## src/rtl/spi_slave_link.sv

```systemverilog
// Mode-0 SPI slave bridging an external master to RX/TX byte fifos, oversampled in the clk domain.
// Define SPI_SLAVE_LINK_TX_EN to build the MISO path; otherwise the block is receive-only.
module spi_slave_link #(
    parameter int DATA_WIDTH  = 8,
    parameter int SYNC_STAGES = 2
) (
    input  logic                  clk,
    input  logic                  reset,
    input  logic                  sck,
    input  logic                  cs_n,
    input  logic                  mosi,
    output logic                  miso,
    output logic [DATA_WIDTH-1:0] rx_data,
    output logic                  rx_write_enable,
    input  logic                  rx_fifo_full,
    input  logic [DATA_WIDTH-1:0] tx_data,
    input  logic                  tx_fifo_empty,
    output logic                  tx_read_enable,
    output logic                  rx_overrun,
    output logic                  tx_underrun,
    input  logic                  status_clear
);

    localparam int CW = $clog2(DATA_WIDTH + 1);

    localparam logic [1:0] IDLE  = 2'd0;
    localparam logic [1:0] LOAD  = 2'd1;
    localparam logic [1:0] SHIFT = 2'd2;

    logic [SYNC_STAGES-1:0] sck_sync, cs_sync, mosi_sync;
    logic                   sck_d, cs_d;
    logic                   sck_s, cs_s, mosi_s;
    logic                   sck_rise, sck_fall, select, deselect;

    logic [1:0]             state;
    logic [CW-1:0]          bit_count;
    logic [DATA_WIDTH-1:0]  rx_shift;
    logic [DATA_WIDTH-1:0]  rx_next;
    logic                   word_done;
    logic                   tx_load;

    // Chains idle at the deselected bus state so reset release never looks like a select.
    always_ff @(posedge clk or posedge reset) begin
        if (reset) begin
            sck_sync  <= '0;
            cs_sync   <= '1;
            mosi_sync <= '0;
            sck_d     <= 1'b0;
            cs_d      <= 1'b1;
        end else begin
            sck_sync  <= {sck_sync[SYNC_STAGES-2:0], sck};
            cs_sync   <= {cs_sync[SYNC_STAGES-2:0], cs_n};
            mosi_sync <= {mosi_sync[SYNC_STAGES-2:0], mosi};
            sck_d     <= sck_s;
            cs_d      <= cs_s;
        end
    end

    assign sck_s    = sck_sync[SYNC_STAGES-1];
    assign cs_s     = cs_sync[SYNC_STAGES-1];
    assign mosi_s   = mosi_sync[SYNC_STAGES-1];
    assign sck_rise = sck_s & ~sck_d;
    assign sck_fall = ~sck_s & sck_d;
    assign select   = ~cs_s & cs_d;
    assign deselect = cs_s & ~cs_d;

    assign rx_next   = {rx_shift[DATA_WIDTH-2:0], mosi_s};
    assign word_done = (state == SHIFT) && !deselect && sck_rise &&
                       (bit_count == CW'(DATA_WIDTH - 1));
    assign tx_load   = ((state == LOAD) && !deselect) || word_done;

    always_ff @(posedge clk or posedge reset) begin
        if (reset) begin
            state           <= IDLE;
            bit_count       <= '0;
            rx_shift        <= '0;
            rx_data         <= '0;
            rx_write_enable <= 1'b0;
            rx_overrun      <= 1'b0;
        end else begin
            rx_write_enable <= 1'b0;
            if (deselect) begin
                state     <= IDLE;
                bit_count <= '0;
            end else begin
                case (state)
                    IDLE: begin
                        bit_count <= '0;
                        if (select)
                            state <= LOAD;
                    end
                    LOAD: state <= SHIFT;
                    SHIFT: begin
                        if (sck_rise) begin
                            rx_shift <= rx_next;
                            if (word_done) begin
                                rx_data         <= rx_next;
                                bit_count       <= '0;
                                rx_write_enable <= !rx_fifo_full;
                            end else begin
                                bit_count <= bit_count + 1'b1;
                            end
                        end
                    end
                    default: state <= IDLE;
                endcase
            end

            if (word_done && rx_fifo_full)
                rx_overrun <= 1'b1;
            else if (status_clear)
                rx_overrun <= 1'b0;
        end
    end

`ifdef SPI_SLAVE_LINK_TX_EN
    logic [DATA_WIDTH-1:0] tx_shift;

    // The fall right after a load (bit_count 0) is skipped so the MSB meets the first rise.
    always_ff @(posedge clk or posedge reset) begin
        if (reset) begin
            tx_shift       <= '0;
            tx_read_enable <= 1'b0;
            tx_underrun    <= 1'b0;
        end else begin
            tx_read_enable <= 1'b0;
            if (state == IDLE || deselect) begin
                tx_shift <= '0;
            end else if (tx_load) begin
                if (!tx_fifo_empty) begin
                    tx_shift       <= tx_data;
                    tx_read_enable <= 1'b1;
                end else begin
                    tx_shift <= '0;
                end
            end else if (state == SHIFT && sck_fall && bit_count != '0) begin
                tx_shift <= {tx_shift[DATA_WIDTH-2:0], 1'b0};
            end

            if (tx_load && tx_fifo_empty)
                tx_underrun <= 1'b1;
            else if (status_clear)
                tx_underrun <= 1'b0;
        end
    end

    assign miso = (state != IDLE) & tx_shift[DATA_WIDTH-1];
`else
    logic unused_tx;

    assign unused_tx      = ^{tx_data, tx_fifo_empty, tx_load};
    assign miso           = 1'b0;
    assign tx_read_enable = 1'b0;
    assign tx_underrun    = 1'b0;
`endif

endmodule

```

## config.mk

```make
export PLATFORM = sky130hd
export DESIGN_NAME = spi_slave_link
export DESIGN_NICKNAME = d
export VERILOG_FILES = /design/src/rtl/spi_slave_link.sv
export SDC_FILE = /design/constraint.sdc
export NUM_CORES = 1
export LEC_CHECK = 0
export CORE_ASPECT_RATIO = 0.7
export CORE_MARGIN = 5
export CORE_UTILIZATION = 52
export DETAILED_ROUTE_END_ITERATION = 7
export GPL_ROUTABILITY_DRIVEN = 1
export PLACE_DENSITY = 0.86
export SLEW_MARGIN = 15
export SYNTH_ARGS = -nofsm -noshare
export SYNTH_HDL_FRONTEND = slang
export SYNTH_SLANG_ARGS = --single-unit
export TNS_END_PERCENT = 5
```

## constraint.sdc

```tcl
create_clock -name clk -period 2.9 [get_ports clk]
set_input_delay 0.29 -clock clk [delete_from_list [all_inputs] [get_ports clk]]
set_output_delay 0.29 -clock clk [all_outputs]
set_load 0.01 [all_outputs]
```

# [Word level (Yosys, flattened, before mapping)]
# Index checks and enable logic that the tools add are counted.
[classes] add_sub_neg=1 eq_ne=6 n_mux=13 bitwise_logic=7 reduce_logical=13
[ops] cell="4-bit 2-to-1 mux" n=3
[ops] cell="4-bit case mux with 2 select lines" n=1
[ops] cell="1-bit 2-to-1 mux" n=6
[ops] cell="3-bit inequality test, second input constant" n=2
[ops] cell="2-bit case mux with 3 select lines" n=1
[ops] cell="4-bit by 1-bit adder with 4-bit output, second input constant" n=1
[ops] cell="4-bit by 3-bit == test with 1-bit output, second input constant" n=1
[ops] cell="1-bit logical AND" n=4
[ops] cell="2-bit 2-to-1 mux" n=2
[ops] cell="1-bit inverter" n=4
[ops] cell="2-bit AND reduction" n=2
[ops] cell="4-bit AND reduction" n=1
[ops] cell="1-bit AND" n=3
[ops] cell="3-bit AND reduction" n=1
[ops] cell="3-bit nonzero test" n=1
[ops] cell="2-bit by 1-bit == test with 1-bit output, second input constant" n=1
[ops] cell="2-bit == test, second input constant" n=1
[ops] cell="1-bit logical NOT" n=2
[ops] cell="2-bit logical NOT" n=1
[ops] cell="2-bit inequality test, second input constant" n=1
[ops] cell="2-bit nonzero test" n=1
[totals] regBits=31 inputBits=16 output_inout_bits=13 elab_cells=51

# [Depth between registers and ports, before layout]
[logic_depth] ltp_word=10 depth_mapped=5 mapped_depth_nobuf=5

# [Worst setup path after synthesis]
# OpenSTA, ideal clock, no wires.
[synth_timing] kind="register -> register" start="register cs_d" end="register rx_data[0]" setup_ns=0.125 arrival_ns=1.699 t_required_ns=2.775 setup_slack_ns=1.076 stages_incl_launch_ff=6 path_buffers=0 period_less_slack_ns=1.824 cell_sequence="dfstp_2 inv_1 ha_1 nand4bb_4 or3_4 mux2_4"
[synth_between] elab_chain_len=7 word_cells_on_any_way=8 classes_between="3 x bitwise; 5 x reduce/logical"
[synth_lines] element="start, declared" line_no="31" rtl="logic sck_d, cs_d;"
[synth_lines] element="start signal, assigned" line_no="55" rtl="cs_d <= cs_s;"
[synth_lines] element="1-bit inverter (*)" line_no="65" rtl="assign deselect = cs_s & ~cs_d;"
[synth_lines] element="1-bit AND (*)" line_no="65"
[synth_lines] element="1-bit logical NOT"
[synth_lines] element="1-bit logical AND (3 in series)" line_no="68" rtl="assign word_done = (state == SHIFT) && !deselect && sck_rise &&"
[synth_lines] element="4-bit AND reduction (no source line) (*)"
[synth_lines] element="end signal, assigned" line_no="97" rtl="rx_data <= rx_next;"
[synth_lines] element="end, declared" line_no="13" rtl="output logic [DATA_WIDTH-1:0] rx_data,"
# Mark *: on every way between the ends. The rest lies on a longest branch, timed or not.
# A chain may end at the register's enable or synchronous reset.

# [Final worst setup path]
[layout_timing] start="register cs_d" end="register rx_data[4]"
# The elaborated chain is that of the path after synthesis.

==> results.sh <==
export IMPL_status="completed"
export IMPL_hpwl_mm=1.45
export IMPL_yosysUniqueCellTypes=28
export IMPL_cp_arrival_ns=2.11
export IMPL_fin_ws_ns=0.995
export IMPL_fin_crit_sh=0.657
export IMPL_synth_seq_cells=31
export IMPL_initial_utilization=0.566
export IMPL_async_flop_share=1.00
export IMPL_clk_pin_slew_worst_paths_ns=0.09
export IMPL_cts_tree="yes"
export IMPL_fmax_mhz=525
export IMPL_drive_gt1_frac=0.162
export IMPL_worstPathRequired_ns=3.11
export IMPL_maxCapViolCount=0
export IMPL_core_area_sq_um=2220
export IMPL_grt_pass1_wl_mm=3.46
export IMPL_rsz0062_at_grt="no"
export IMPL_synth_top_family_by_area="multiplexers"
export IMPL_worst_path_max_fanout=7
export IMPL_root_buffer="clkbuf_4"
export IMPL_grt_use_total=0.140
export IMPL_grt_max_degree=26
export IMPL_drt_iter0_markers=58
export IMPL_synth_xor_area_frac=0.00695
export IMPL_diodes=0
export IMPL_timing_rr_start="cs_d$_DFF_PP1_"
export IMPL_synth_edf_count=0
export IMPL_setup_tns_ns=0
export IMPL_synthMuxAreaShare=0.151
export IMPL_finalPower_uw=870
export IMPL_fin_crit_ns=1.91
export IMPL_dpl_cell_area_sq_um=1450
export IMPL_timing_hold_violations_final=0
export IMPL_critPathKind="flop to flop"
export IMPL_drc=0
export IMPL_portBuffers=16
export IMPL_cts_resized=0
export IMPL_insertion_delay_ns=0.32
export IMPL_synthAdderAreaFrac=0.0199
export IMPL_avgSynthCellArea_sq_um=14.5
export IMPL_crit_start="cs_d$_DFF_PP1_"
export IMPL_cp_cell_sequence="inv_1 -> ha_1 -> nand4bb_4 -> nor3_4 -> mux2_1"
export IMPL_vdd_drop_max_mv=0.414
export IMPL_fp_row_count=14
export IMPL_fin_worst_skew_ns=0.00211
export IMPL_place_ws_ns=0.979
export IMPL_num_vias=700
export IMPL_die_area_sq_um=3520
export IMPL_firstDrtPassIters=3
export IMPL_critical_path_max_stage_delay_ns=0.52
export IMPL_crit_slowest_cell="dfstp_2"
export IMPL_syn_inst=87
export IMPL_post_cts_buffers=0
export IMPL_vias_per_cell=4.90
export IMPL_min_path_type="primary input to asynchronous set/reset pin"
export IMPL_syn2layout_area_growth_pct=19.3
export IMPL_syn_area_sq_um=1260
export IMPL_gp_congestion=0.724
export IMPL_antenna_found_initial=0
export IMPL_holdWs_ns=0.184
export IMPL_htreeDepth=2
export IMPL_drv_slew=0
export IMPL_synthSimpleGateAreaFrac=0.109
export IMPL_synth_compound_area_share=0.0497
export IMPL_synth_flop_cell="dfrtp_1"
export IMPL_grt_pass1_vias=762
export IMPL_grt_ovfl_total=0
export IMPL_power_leakage_nw=0.713
export IMPL_end_kind="flop"
export IMPL_r2r_cells=5
export IMPL_die_width_um=68.8
export IMPL_fin_nets=128
export IMPL_finalInstanceArea_sq_um=1500
export IMPL_routed_wl_mm=1.94
export IMPL_ys_seq_area_frac=0.619
export IMPL_worstSetupStartpointType="flop"
export IMPL_cts_buffer_depth=2
export IMPL_die_y_um=51.2
export IMPL_ios=29
export IMPL_pwr_density_cell_nw_per_um2=579
export IMPL_cts_hold_buf=0
export IMPL_cts_sinks=31
export IMPL_cts_buffers=5
export IMPL_ant_nets=0
export IMPL_setup_viol=0
export IMPL_post_drt_wl_per_cell_um=13.6
export IMPL_yosysWarnings=0
-- stage by stage --
stage	cells	util
floorplan	89	-
global placement	135	0.653
detailed placement	135	0.653
CTS	143	0.675
global route	143	0.675
finish	143	0.675
-- Yosys cell counts, drive strengths merged, types with 2 or more instances --
cell type,count,area (sq um)
a221oi,2,17.5
buf,3,22.5
dfrtp,28,701
dfstp,3,78.8
ha,2,25.0
inv,8,30.0
mux2,15,180
nand2,2,10.0
nand2b,3,18.8
nor2,3,11.3
nor2b,3,18.8
-- placed cells by master (no fill, tap or decap), types with 3 or more instances in the layout --
cell type | synthesis | routed
clkbuf_4 | 0 | 5
dfstp_2 | 3 | 3
mux2_4 | 3 | 3
nor2b_1 | 3 | 3
nand2b_1 | 3 | 3
nor2_1 | 3 | 3
dfrtp_1 | 28 | 28
clkdlybuf4s50_1 | 0 | 16
conb_1 | 1 | 3
mux2_1 | 12 | 12
inv_1 | 8 | 8
-- path summary, 6_finish.rpt --
check	to	slack, ns
min in group clk	mosi_sync[1]$_DFF_PP0_	0.36
hold / removal	rx_data[4]$_DFFE_PP0P_	0.18
setup reg to reg	rx_data[4]$_DFFE_PP0P_	0.99
hold reg to reg	mosi_sync[1]$_DFF_PP0_	0.36
max in group asynchronous	cs_sync[1]$_DFF_PP1_	2.09
setup / recovery	rx_data[4]$_DFFE_PP0P_	0.99
-- routing by layer --
metal  part of all wire  routed length, um  vias up  global-route usage
met1               0.47                904      331               0.185
met4              0.028                 54        0              0.0777
met3              0.064                125        7              0.0592
li1                   -                  -      343                   -
met5                  0                  0        -                   0
met2               0.44                857       19               0.193
-- flip-flops by register name, indices dropped and copies added, names as in the netlist --
register	flops
rx_shift	7
rx_overrun	1
mosi_sync	2
sck_d	1
cs_d	1
bit_count	4
rx_data	8
sck_sync	2
state	2
rx_write_enable	1
cs_sync	2
-- layout make-up --
type                    count  area, sq um
clock inverters             1         5.00
clock buffers               7         45.0
well taps                  32         40.0
fillers                   181          722
flip-flops and latches     31          779
multi-input cells          47          435
repair buffers             17          168
inverters                   8         30.0
-- power breakdown --
part,internal (mW),switching [mW],leakage (nW),total [mW]
logic,0.0626,0.0534,0.279,0.116
clock network,0.0943,0.138,0.0293,0.232
registers,0.480,0.0410,0.405,0.521
-- kinds of logic after synthesis --
group,after synthesis
AO/OA/AOI/OAI,8
XOR/XNOR,1
adder cells (fa/ha/maj),2
buffers and inverters,11
flip-flops,31
multiplexers,16
other,1
AND/OR/NAND/NOR,17
-- critical path: cells and delay by family (launching register included) --
kind,cells,cell delay [ns]
flops,1,0.52
mux,1,0.38
fa+ha+maj,1,0.24
simple gates,2,0.62
buf+inv,1,0.04
No activity file was read; power rests on OpenSTA's default activity.
